<file path="src/rtl/mult_pipe_pkg.sv">
// mult_pipe_pkg: shared latency, legality and tree-layout helpers for mult_pipe_tree.
package mult_pipe_pkg;
   function automatic bit width_ok(int w);
      return w >= 4 && w <= 32 && (w & (w - 1)) == 0;
   endfunction
   function automatic bit tag_ok(int t);
      return t >= 1 && t <= 16;
   endfunction
   function automatic int lat(int w);
      return 2 + $clog2(w);
   endfunction
   // Levels are packed back to back in one node array: level l starts here.
   function automatic int node_off(int w, int l);
      return 2 * w - 2 * (w >> l);
   endfunction
endpackage

</file>
<file path="src/rtl/mult_pipe_add_stage.sv">
// mult_pipe_add_stage: one adder-tree level, N operands to N/2 registered pairwise sums.
module mult_pipe_add_stage #(
   parameter int N     = 2,
   parameter int DW    = 16,
   parameter int TAG_W = 4
) (
   input  logic                  clk,
   input  logic                  rst_n,
   input  logic                  en_i,
   input  logic                  valid_i,
   input  logic [TAG_W-1:0]      tag_i,
   input  logic [N-1:0][DW-1:0]  data_i,
   output logic                  valid_o,
   output logic [TAG_W-1:0]      tag_o,
   output logic [N/2-1:0][DW-1:0] data_o
);
   logic [N/2-1:0][DW-1:0] sum_d, sum_q;
   logic                   valid_q;
   logic [TAG_W-1:0]       tag_q;
   always_comb begin
      sum_d = '0;
      for (int k = 0; k < N / 2; k++) sum_d[k] = data_i[2*k] + data_i[2*k+1];
   end
   always_ff @(posedge clk or negedge rst_n)
      if (!rst_n) begin
         valid_q <= 1'b0;
         tag_q   <= '0;
         sum_q   <= '0;
      end else if (en_i) begin
         valid_q <= valid_i;
         tag_q   <= tag_i;
         sum_q   <= sum_d;
      end
   assign valid_o = valid_q;
   assign tag_o   = tag_q;
   assign data_o  = sum_q;
endmodule

</file>
<file path="src/rtl/mult_pipe_tree.sv">
// mult_pipe_tree: pipelined signed/unsigned multiplier, input register, registered
// pairwise adder tree over WIDTH partial products, output register, valid/ready flow.
module mult_pipe_tree import mult_pipe_pkg::*; #(
   parameter int WIDTH = 8,
   parameter int TAG_W = 4
) (
   input  logic               clk,
   input  logic               rst_n,
   input  logic               in_valid,
   output logic               in_ready,
   input  logic               in_signed,
   input  logic [WIDTH-1:0]   in_a,
   input  logic [WIDTH-1:0]   in_b,
   input  logic [TAG_W-1:0]   in_tag,
   output logic               out_valid,
   input  logic               out_ready,
   output logic [2*WIDTH-1:0] out_prod,
   output logic [TAG_W-1:0]   out_tag
);
   localparam int PW = 2 * WIDTH;
   localparam int LV = $clog2(WIDTH);
   localparam int NN = 2 * WIDTH - 1;

   if (!width_ok(WIDTH) || !tag_ok(TAG_W)) begin : g_bad
      $error("mult_pipe_tree: illegal WIDTH or TAG_W");
   end

   logic                     adv;
   logic [PW-1:0]            a_d, a_q;
   logic [WIDTH-1:0]         b_d, b_q;
   logic                     s_d, s_q, v_q;
   logic [TAG_W-1:0]         tag_d, tag_q, otag_d, otag_q;
   logic                     ov_q;
   logic [PW-1:0]            prod_d, prod_q;
   logic [WIDTH-1:0][PW-1:0] pp;
   wire  [NN-1:0][PW-1:0]    node;
   wire  [LV:0]              lv_v;
   wire  [LV:0][TAG_W-1:0]   lv_tag;

   assign adv      = !ov_q || out_ready;
   assign in_ready = adv;

   // Registers only load on adv, so in_valid here means the beat is accepted.
   always_comb begin
      a_d    = in_valid ? {{WIDTH{in_signed & in_a[WIDTH-1]}}, in_a} : a_q;
      b_d    = in_valid ? in_b : b_q;
      s_d    = in_valid ? in_signed : s_q;
      tag_d  = in_valid ? in_tag : tag_q;
      prod_d = lv_v[LV] ? node[NN-1] : '0;
      otag_d = lv_v[LV] ? lv_tag[LV] : '0;
   end

   always_ff @(posedge clk or negedge rst_n)
      if (!rst_n) begin
         v_q    <= 1'b0;
         a_q    <= '0;
         b_q    <= '0;
         s_q    <= 1'b0;
         tag_q  <= '0;
         ov_q   <= 1'b0;
         prod_q <= '0;
         otag_q <= '0;
      end else if (adv) begin
         v_q    <= in_valid;
         a_q    <= a_d;
         b_q    <= b_d;
         s_q    <= s_d;
         tag_q  <= tag_d;
         ov_q   <= lv_v[LV];
         prod_q <= prod_d;
         otag_q <= otag_d;
      end

   // The multiplier MSB carries negative weight for two's-complement operands.
   always_comb begin
      pp = '0;
      for (int i = 0; i < WIDTH; i++)
         pp[i] = !b_q[i] ? '0 : (s_q && i == WIDTH - 1) ? -(a_q << i) : (a_q << i);
   end

   assign node[WIDTH-1:0] = pp;
   assign lv_v[0]         = v_q;
   assign lv_tag[0]       = tag_q;

   for (genvar l = 0; l < LV; l++) begin : g_lvl
      localparam int N = WIDTH >> l;
      mult_pipe_add_stage #(.N(N), .DW(PW), .TAG_W(TAG_W)) u_stage (
         .clk     (clk),
         .rst_n   (rst_n),
         .en_i    (adv),
         .valid_i (lv_v[l]),
         .tag_i   (lv_tag[l]),
         .data_i  (node[node_off(WIDTH, l) +: N]),
         .valid_o (lv_v[l+1]),
         .tag_o   (lv_tag[l+1]),
         .data_o  (node[node_off(WIDTH, l + 1) +: N/2])
      );
   end

   assign out_valid = ov_q;
   assign out_prod  = prod_q;
   assign out_tag   = otag_q;
endmodule

</file>
<file path="config.mk">
export PLATFORM = sky130hd
export DESIGN_NAME = mult_pipe_tree
export DESIGN_NICKNAME = d
export VERILOG_FILES = /design/src/rtl/mult_pipe_pkg.sv /design/src/rtl/mult_pipe_add_stage.sv /design/src/rtl/mult_pipe_tree.sv
export SDC_FILE = /design/constraint.sdc
export NUM_CORES = 1
export LEC_CHECK = 0
export BUFFER_PORTS_ARGS = -buffer_cell sky130_fd_sc_hd__clkbuf_2
export CAP_MARGIN = 20
export CORE_AREA = 3 3 160 162
export CTS_CLUSTER_DIAMETER = 100
export DETAILED_ROUTE_END_ITERATION = 8
export DIE_AREA = 0 0 163 165
export GPL_TIMING_DRIVEN = 0
export PLACE_DENSITY = 0.66
export SLEW_MARGIN = 0
export SYNTH_ARGS = -nofsm -noshare
export SYNTH_HDL_FRONTEND = slang
export SYNTH_HIERARCHICAL = 1
export SYNTH_SLANG_ARGS = --single-unit
</file>
<file path="constraint.sdc">
create_clock -name clk -period 3.6 [get_ports clk]
set_input_delay 0.36 -clock clk [delete_from_list [all_inputs] [get_ports clk]]
set_output_delay 0.36 -clock clk [all_outputs]
set_load 0.01 [all_outputs]
</file>
==> results of run 1 <==
[synth_stat cells (all sizes together) (3+ instances only)]
cell / instances / area (um2)
dfrtp: 171 / 4280
nand2: 110 / 423
ha: 106 / 1330
a21oi: 104 / 547
mux2: 103 / 1230
and2: 69 / 433
nor2: 64 / 240
o21ai: 62 / 318
xnor2: 50 / 438
nand3: 38 / 195
clkbuf: 30 / 113
a21o: 27 / 203
xor2: 26 / 228
buf: 25 / 141
inv: 24 / 92.6
a211oi: 21 / 183
a31oi: 18 / 149
o211ai: 16 / 144
o21bai: 15 / 116
and3: 13 / 83.8
nand4: 13 / 81.3
o31ai: 13 / 116
mux2i: 10 / 100
nor3: 10 / 50.1
a41oi: 9 / 109
nor3b: 9 / 72.6
nand2b: 8 / 50.1
a21boi: 7 / 56.3
fa: 7 / 140
nor2b: 7 / 51.3
or3: 7 / 43.8
nand4b: 6 / 52.6
nor4: 6 / 37.5
nand3b: 5 / 37.5
o311ai: 5 / 43.8
a221oi: 4 / 41.3
nor4b: 4 / 35.0
o21a: 4 / 30.0
a211o: 3 / 26.3
a221o: 3 / 31.3
a31o: 3 / 26.3
o211a: 3 / 30.0
[layer usage]
layer,up-vias,GRT usage [%],part of all wire [%]
met4,0,5.96,1.8
met5,-,0,0
met1,4538,29.2,48
li1,4778,-,-
met2,190,37.0,47
met3,26,3.34,3.5
[power groups by stage]
stage | clock network (uW) | registers [uW] | logic (uW)
floorplan | 0 | 3320 | 6250
global placement | 0 | 3530 | 7680
detailed placement | 0 | 3570 | 7860
CTS | 1920 | 3540 | 7920
global route | 2000 | 3640 | 8900
finish | 1880 | 3530 | 7950
[stage by stage]
step           power (uW)  area (um2)  hold slack, ns
6_report            13400       13700           0.149
3_5_place_dp        11400       13100           0.453
2_1_floorplan        9570       12400          0.0644
5_1_grt             14500       13700           0.140
3_3_place_gp        11200       13100           0.448
4_1_cts             13400       13700           0.134
[timing repair]
item                       in CTS  in global routing
setup endpoints to repair       0                  1
hold buffers                    1                  0
hold endpoints to repair       80                  0
resized for setup               0                  2
[area by class of cell]
type	instances	area [um2]	area share, %
multi-input combinational	1040	7810	56.8
sequential	171	4280	31.1
clock buffer	17	425	3.10
tap	324	405	2.95
timing repair buffer	48	277	2.01
buffer	55	255	1.86
clock inverter	15	200	1.46
inverter	25	96.3	0.701
[cells by family (layout without fill, tap and decap cells)]
kind of cell    count (synthesis)  after routing
mux                           113            113
simple gates                  373            373
other cells                     1             34
compound gates                331            331
fa+ha+maj                     113            113
flops                         171            171
buf+inv                        80            160
xor+xnor                       76             76
[cells in the final DEF (no fill, tap or decap), types with 17 or more instances in the layout]
cell | synthesis | layout
dfrtp_1 | 171 | 171
nand2_1 | 108 | 108
ha_1 | 106 | 106
a21oi_1 | 101 | 101
mux2_2 | 84 | 84
and2_1 | 68 | 68
nor2_1 | 64 | 64
xnor2_1 | 50 | 50
clkbuf_2 | 0 | 46
o21ai_0 | 44 | 44
nand3_1 | 37 | 37
conb_1 | 1 | 34
clkbuf_1 | 30 | 29
a21o_1 | 27 | 27
xor2_1 | 26 | 26
inv_1 | 22 | 22
mux2_4 | 19 | 19
clkbuf_16 | 0 | 17
[worst min path at each step]
stage	end	slack, ns	cells past startpoint	startpoint
floorplan	a_q[0]	0.06	0	rst_n
global placement	out_prod[11]	0.45	2	out_prod[11]
detailed placement	g_lvl[2].u_stage/tag_o[1]	0.45	1	rst_n
CTS	tag_q[1]	0.13	2	in_tag[1]
global route	a_q[6]	0.14	2	in_a[6]
finish	tag_q[1]	0.15	2	in_tag[1]
[registers in the layout, indices dropped and copies added (netlist names)]
| register | count |
|---|---|
| g_lvl.u_stage/data_o | 112 |
| out_prod | 16 |
| g_lvl.u_stage/tag_o | 12 |
| a_q | 9 |
| b_q | 8 |
| out_tag | 4 |
| tag_q | 4 |
| g_lvl.u_stage/valid_o | 3 |
| out_valid | 1 |
| s_q | 1 |
| v_q | 1 |
[worst reg2reg max path, delay by kind of cell, from the launching register on]
| kind | cells | cell delay, ns |
|---|---|---|
| fa+ha+maj | 2 | 0.59 |
| mux | 1 | 0.11 |
| flops | 1 | 0.59 |
| buf+inv | 1 | 0.12 |
| compound gates | 4 | 1.04 |
| simple gates | 3 | 0.72 |
==> flow_metrics.py, run 1 <==
metrics = {
    "status": {
        "run_status": "finished clean",
    },
    "cells_and_area": {
        "final_layout_size_suffix_gt1_share_pct": 17.4,
        "utilization_pct": 56.7,
        "diodes": 0,
        "syn2layout_area_growth_pct": 11.6,
        "fillCellCount": 2198,
        "final_cells": 1695,
        "nNetsFinal": 1496,
    },
    "setup_path": {
        "r2r_slack_ns": 0.31,
        "startpoint": "a_q[0]",
        "cp_cell_sequence": "inv_1 -> ha_1 -> nor3b_1 -> or3_1 -> a21oi_1 -> ha_1 -> and3_2 -> a221oi_2 -> a21boi_2 -> mux2i_1 -> a2111o_1",
        "critical_path_cell_count": 11,
        "critical_path_class": "register to register",
        "critPathTopFamily": "compound AO/OA/AOI/OAI gates",
        "critPathBufInv": 1,
        "slowest_delay_ns": 0.59,
        "cpMaxStageDelayCell": "dfrtp_1",
        "cp_data_required_time_ns": 3.91,
        "worstRegToRegCells": 11,
        "critPathMaxFanout": 10,
        "crit_top_cell": "ha_1",
        "worstSetupStartpointType": "register",
        "crit_end": "g_lvl[0].u_stage/data_o[62]",
        "end_kind": "register",
        "cp.arrival_ns": 3.61,
        "rr_startpoint": "a_q[0]",
        "r2r_end": "g_lvl[0].u_stage/data_o[62]",
    },
    "logic_synthesis": {
        "synth_compound_area_share_pct": 18.7,
        "yosys.area_share.adder_pct": 11.9,
        "synth_edf_count": 0,
        "synth_top_family_by_area": "compound AO/OA/AOI/OAI gates",
        "yosys_warnings": 6,
        "postSynthAreaPerCell_um2": 9.79,
        "netlist-cell-type-count": 89,
        "synth-simple-area-share_pct": 15.6,
        "async_flop_share_pct": 100,
        "synth_mux_area_share_pct": 10.8,
        "synth_area_um2": 12300,
        "synth_ff_type": "dfrtp_1",
        "synth_xor_area_share_pct": 5.41,
        "ys_ff_latch": 171,
        "seq_area_frac_synth_pct": 34.8,
        "netlist_instances": 1258,
    },
    "clock_tree": {
        "cts_sinks": 171,
        "cts_root_buf": "clkbuf_16",
        "numCtsBuffers": 17,
        "clk_pin_slew_ns": 0.08,
        "insertion_delay_ns": 0.44,
        "post_cts_buffers": 0,
        "cts.path.max_buffers": 2,
        "tritoncts": "yes",
        "ctsHtreeMaxLevel": 4,
    },
    "grt": {
        "grt.total_usage_pct": 21.8,
        "grt_max_degree": 92,
        "grt_pass1_wl_um": 47100,
        "grt_pass1_vias": 9229,
        "grt-ovfl-total": 0,
        "antenna_found_initial": 0,
    },
    "detailed_routing": {
        "antenna_left": 0,
        "post-route-drc-count": 0,
        "wire_per_inst_um": 16.8,
        "drtIter0Drc": 472,
        "viasPerCell": 5.62,
        "first_pass_iters": 5,
        "drt_wl_total_um": 28500,
        "dr_total_vias": 9532,
    },
    "sta": {
        "finClkSkew_ns": 0.0121,
        "worst_slew_pin_slew_ns": 0.725,
        "fin_tns_setup_ns": 0,
        "slew_violations": 0,
        "post-route-min-period_ns": 3.29,
        "relSlewSlack_pct": 51.7,
        "layout_setup_ws_ns": 0.308,
        "finalSetupViolations": 0,
        "post-route-period-util_pct": 91.4,
        "final_hold_viol_count": 0,
        "fmax_mhz": 304,
        "rsz0062_at_grt": "false",
    },
    "run": {
        "maxCapViolations": 0,
    },
    "floorplan": {
        "die_w_um": 163,
        "core_area_um2": 24200,
        "io_pins": 47,
        "start_util_pct": 50.8,
        "die_area_um2": 26900,
        "row_count": 57,
        "die_y_um": 165,
    },
    "place": {
        "pre_cts_slack_ns": 0.199,
        "place_congestion": 0.883,
        "dp.cells": 1662,
        "hpwl_um": 22100,
        "io_buffers": 46,
    },
    "power_and_ir_drop": {
        "switching_share_pct": 44.4,
        "p_leak_uw": 0.00642,
        "p_int_uw": 7440,
        "power_frac_seq_pct": 26.4,
        "p_sw_uw": 5930,
        "cellPowerDensity_nw_per_um2": 972,
        "irDropWorstVdd_mv": 0.375,
        "clkPwrFrac_pct": 14.1,
        "share_comb_of_total_power_pct": 59.5,
    },
    "hold_path": {
        "hold_path.class": "input port to register",
    },
}
Power figures use the tool's default switching activity.
==> inputs of run 2 (changes only) <==
Settings changed: MAX_ROUTING_LAYER from default to met4, REMOVE_ABC_BUFFERS from default to 1.
==> flow_metrics.py, run 2 (synthesis results as in run 1) <==
metrics = {
    "status": {
        "run_status": "finished clean",
    },
    "grt": {
        "grt_max_degree": 97,
        "grt_pass1_vias": 8870,
        "grt.total_usage_pct": 20.7,
        "grt-ovfl-total": 0,
        "grt_pass1_wl_um": 44500,
        "antenna_found_initial": 0,
    },
    "sta": {
        "final_hold_viol_count": 0,
        "worst_slew_pin_slew_ns": 0.966,
        "fmax_mhz": 308,
        "relSlewSlack_pct": 35.5,
        "post-route-period-util_pct": 90.0,
        "post-route-min-period_ns": 3.24,
        "finClkSkew_ns": 0.0111,
        "layout_setup_ws_ns": 0.358,
        "rsz0062_at_grt": "false",
        "slew_violations": 0,
        "finalSetupViolations": 0,
    },
    "cells_and_area": {
        "final_common_cell": "dfrtp_1",
        "syn2layout_area_growth_pct": 9.78,
        "largest_reg_flops": 112,
        "nNetsFinal": 1442,
        "final_cells": 1641,
        "mostFrequentLayoutCells": "dfrtp_1 (171), nand2_1 (108), ha_1 (106), a21oi_1 (101), mux2_2 (84)",
        "final_layout_size_suffix_gt1_share_pct": 16.9,
        "diodes": 0,
    },
    "hold_path": {
        "min_delay_path_depth": 2,
        "hold_path.class": "input port to register",
        "hold_end": "b_q[4]",
        "hp-start": "in_b[4]",
    },
    "clock_tree": {
        "tritoncts": "yes",
        "cts_root_buf": "clkbuf_16",
        "clk_pin_slew_ns": 0.07,
        "insertion_delay_ns": 0.43,
        "numCtsBuffers": 17,
        "cts.path.max_buffers": 2,
        "post_cts_buffers": 0,
        "cts_sinks": 171,
        "ctsHtreeMaxLevel": 4,
    },
    "run": {
        "maxCapViolations": 0,
    },
    "detailed_routing": {
        "wl_met3_um": 797,
        "antenna_left": 0,
        "highest_layer": "met4",
        "viasPerCell": 5.63,
        "wl_met2_um": 11400,
        "drtIter0Drc": 575,
        "first_pass_iters": 7,
        "post-route-drc-count": 0,
        "wire_per_inst_um": 15.9,
        "met1Wirelength_um": 13300,
        "dr_total_vias": 9235,
        "drt_wl_total_um": 26000,
    },
    "power_and_ir_drop": {
        "power_frac_seq_pct": 27.7,
        "clkPwrFrac_pct": 14.5,
        "p_leak_uw": 0.00632,
        "p_sw_uw": 5660,
        "cellPowerDensity_nw_per_um2": 967,
        "share_comb_of_total_power_pct": 57.8,
        "irDropWorstVdd_mv": 0.523,
        "switching_share_pct": 43.3,
        "p_int_uw": 7400,
    },
    "floorplan": {
        "row_count": 57,
        "io_pins": 47,
        "start_util_pct": 50.8,
        "die_y_um": 165,
        "die_w_um": 163,
        "die_area_um2": 26900,
        "core_area_um2": 24200,
    },
    "setup_path": {
        "end_kind": "register",
        "r2r_end": "g_lvl[0].u_stage/data_o[62]",
        "cp.arrival_ns": 3.56,
        "critical_path_class": "register to register",
        "critPathMaxFanout": 10,
        "r2r_slack_ns": 0.36,
        "worstSetupStartpointType": "register",
        "cp_data_required_time_ns": 3.92,
        "rr_startpoint": "a_q[0]",
        "worstRegToRegCells": 11,
    },
    "place": {
        "dp.cells": 1608,
        "pre_cts_slack_ns": 0.339,
        "place_congestion": 0.872,
        "hpwl_um": 19100,
        "io_buffers": 46,
    },
}
run 2: cell types whose count changed in the layout (fill, tap and decap cells not counted), moves of 2 or more:
| cell | previous run | this run |
|---|---|---|
| buf_6 | 4 | 0 |
| inv_6 | 0 | 6 |
| clkinv_4 | 2 | 0 |
| buf_1 | 9 | 0 |
| clkbuf_1 | 29 | 0 |
| buf_2 | 11 | 0 |
| clkinv_8 | 7 | 5 |
run 2: worst max path at each step:
stage	slack, ns	startpoint	to
after floorplan	0.52	out_valid	g_lvl[0].u_stage/data_o[25]
after global placement	-0.99	rst_n	b_q[4]
after detailed placement	0.34	out_ready	g_lvl[0].u_stage/data_o[14]
after CTS	0.36	a_q[0]	g_lvl[0].u_stage/data_o[62]
after global routing	0.13	a_q[1]	g_lvl[0].u_stage/data_o[62]
final	0.36	a_q[0]	g_lvl[0].u_stage/data_o[62]
run 2: layout make-up:
cell class / instances / area (um2)
tap: 324 / 405
sequential: 171 / 4280
multi-input combinational: 1040 / 7810
fill: 2227 / 10700
timing repair buffer: 49 / 304
clock inverter: 15 / 196
clock buffer: 17 / 425
inverter: 25 / 98.8
run 2: metrics by stage:
step / power (uW) / hold WS (ns) / cell area (um2) / setup TNS, ns / utilization (%)
finish: 13100 / 0.153 / 13500 / 0 / 55.7
global route: 14300 / 0.138 / 13500 / 0 / 55.7
CTS: 13100 / 0.139 / 13500 / 0 / 55.7
detailed placement: 11100 / 0.428 / 12900 / 0 / 53.1
global placement: 11000 / 0.449 / 12800 / -169.57 / 52.9
floorplan: 9430 / 0.0644 / 12200 / 0 / -
run 2: power groups by stage:
stage               Sequential [uW]  Combinational [uW]  Clock, uW
CTS                            3640                7530       1940
finish                         3620                7550       1900
global route                   3750                8500       2020
detailed placement             3670                7460          0
global placement               3630                7340          0
floorplan                      3370                6060          0
run 2: critical path, stage by stage (launching register included):
cell	delay, ns
dfrtp_1	0.63
inv_1	0.11
ha_1	0.27
nor3b_1	0.16
or3_1	0.32
a21oi_1	0.17
ha_1	0.33
a21o_1	0.22
a221oi_2	0.25
a21boi_2	0.21
mux2i_1	0.09
a2111o_1	0.37
run 2: per-layer routing:
layer | global-route usage (%) | vias to the layer above
met2 | 31.2 | 169
met3 | 2.78 | 27
met4 | 5.65 | 0
li1 | - | 4673
met1 | 29.6 | 4366
met5 | - | -
run 2: what timing repair did:
action	in CTS	in global routing
hold buffers	1	0
endpoints found under the hold margin	60	0
resized for setup	0	0
==> inputs of run 3 (changes only) <==
Settings changed: PLACE_DENSITY 0.66 to 0.69.
Clock period 3.6 ns to 2.8 ns, I/O delays scaled along.
==> flow_metrics.py, run 3 (synthesis results as in run 1) <==
metrics = {
    "status": {
        "run_status": "complete, but fails checks",
        "violations": "setup timing",
    },
    "detailed_routing": {
        "viasPerCell": 5.64,
        "first_pass_iters": 5,
        "drtIter0Drc": 588,
        "drt_wl_total_um": 26000,
        "post-route-drc-count": 0,
        "dr_total_vias": 9272,
        "wire_per_inst_um": 15.8,
        "antenna_left": 0,
    },
    "power_and_ir_drop": {
        "clkPwrFrac_pct": 14.3,
        "irDropWorstVdd_mv": 0.561,
        "power_frac_seq_pct": 27.5,
        "switching_share_pct": 43.6,
        "p_int_uw": 9490,
        "cellPowerDensity_nw_per_um2": 1240,
        "share_comb_of_total_power_pct": 58.3,
        "p_leak_uw": 0.00633,
        "p_sw_uw": 7340,
    },
    "sta": {
        "worst_hold_slack_ns": 0.0684,
        "finClkSkew_ns": 0.0125,
        "slew_violations": 0,
        "fmax_mhz": 357,
        "rsz0062_at_grt": "true",
        "fin_tns_setup_ns": -0.000865,
        "post-route-min-period_ns": 2.80,
        "final_hold_viol_count": 0,
        "layout_setup_ws_ns": -0.000865,
        "post-route-period-util_pct": 100,
        "relSlewSlack_pct": 36.0,
        "worst_slew_pin_slew_ns": 0.959,
        "finalSetupViolations": 1,
    },
    "grt": {
        "grt-ovfl-total": 0,
        "antenna_found_initial": 0,
        "grt_max_degree": 117,
        "grt_pass1_wl_um": 43600,
        "grt_pass1_vias": 8731,
        "grt.total_usage_pct": 20.4,
    },
    "cells_and_area": {
        "fillCellCount": 2118,
        "mostFrequentLayoutCells": "dfrtp_1 (167), nand2_1 (107), ha_1 (103), a21oi_1 (99), mux2_2 (84)",
        "final_common_cell": "dfrtp_1",
        "diodes": 0,
        "final_layout_size_suffix_gt1_share_pct": 18.2,
        "utilization_pct": 56.0,
        "largest_reg_flops": 112,
        "final_cells": 1645,
        "nNetsFinal": 1446,
        "syn2layout_area_growth_pct": 10.3,
    },
    "clock_tree": {
        "tritoncts": "yes",
        "cts_sinks": 171,
        "numCtsBuffers": 17,
        "cts_root_buf": "clkbuf_16",
        "ctsHtreeMaxLevel": 4,
        "clk_pin_slew_ns": 0.08,
        "insertion_delay_ns": 0.44,
        "cts.path.max_buffers": 2,
    },
    "setup_path": {
        "cp.arrival_ns": 3.12,
        "cp_data_required_time_ns": 3.12,
        "critPathMaxFanout": 5,
        "end_kind": "register",
        "critical_path_class": "register to register",
        "worstSetupStartpointType": "register",
    },
    "floorplan": {
        "die_y_um": 165,
        "die_w_um": 163,
        "start_util_pct": 50.8,
        "row_count": 57,
        "die_area_um2": 26900,
        "core_area_um2": 24200,
        "io_pins": 47,
    },
    "place": {
        "io_buffers": 46,
        "hpwl_um": 19000,
        "place_congestion": 0.862,
        "dp.cells": 1608,
    },
    "run": {
        "maxCapViolations": 0,
    },
    "hold_path": {
        "hold_path.class": "input port to register",
    },
}
[run 3: changes by cell type in the layout (fill, tap and decap cells not counted), sizes merged]
cell / delta
buf: +4
bufinv: -1
clkinv: +2
inv: -1
[run 3: through the flow]
step	setup WS, ns	total power (uW)	area (um2)
detailed placement	-0.436	14300	12900
CTS	0.00395	16900	13600
floorplan	-0.280	12100	12200
finish	-0.000865	16800	13600
global route	-0.176	18300	13600
global placement	-1.72	14100	12800
[run 3: power groups by stage]
stage	registers (uW)	logic (uW)	clock network [uW]
after CTS	4650	9750	2460
after global routing	4790	11000	2560
final	4630	9800	2400
after floorplan	4330	7790	0
after detailed placement	4720	9570	0
after global placement	4670	9390	0
[run 3: critical path: stages, from the launching register on]
cell      delay (ns)
dfrtp_2         0.39
inv_1           0.06
ha_2            0.21
nor3b_2         0.16
or3_1           0.33
a21oi_2         0.13
ha_2            0.30
a21o_1          0.19
a221oi_2        0.25
a21boi_2        0.19
mux2i_1         0.09
a2111o_1        0.38
[run 3: final timing paths]
kind / from / endpoint / slack, ns / cells after the start
worst max-delay path: a_q[0] / g_lvl[0].u_stage/data_o[62] / -0.0009 / 11
worst min-delay path: in_b[5] / b_q[5] / 0.07 / 2
worst max register to register: a_q[0] / g_lvl[0].u_stage/data_o[62] / -0.0009 / 11
worst min register to register: out_prod[8] / out_prod[8] / 0.47 / 2
max in group asynchronous: rst_n / a_q[3] / 1.46 / 3
min in group asynchronous: rst_n / out_prod[2] / 0.43 / 2
[run 3: area by class of cell]
class / count / area [um2] / share of cell area, %
multi-input cells: 1040 / 7840 / 57.7
flip-flops and latches: 171 / 4280 / 31.6
clock buffers: 17 / 425 / 3.13
well taps: 324 / 405 / 2.99
repair buffers: 53 / 334 / 2.46
clock inverters: 15 / 193 / 1.42
inverters: 25 / 98.8 / 0.728
[run 3: repair_timing]
action / 4_1_cts / 5_1_grt
endpoints found under the hold margin: 79 / 0
hold buffers: 1 / 0
endpoints found under the setup margin: 6 / 14
resized for setup: 9 / 4
buffers inserted: 4 / 0
pin swaps: 2 / 1
[run 3: metal layers]
layer | track usage (%) | share of wire (%) | vias to the layer above | wire, um
met5 | - | 0 | - | 0
met4 | 6.42 | 2.3 | 0 | 605
met3 | 2.66 | 3.5 | 34 | 901
met1 | 28.6 | 50 | 4386 | 13000
met2 | 30.9 | 44 | 173 | 11500
li1 | - | - | 4679 | -
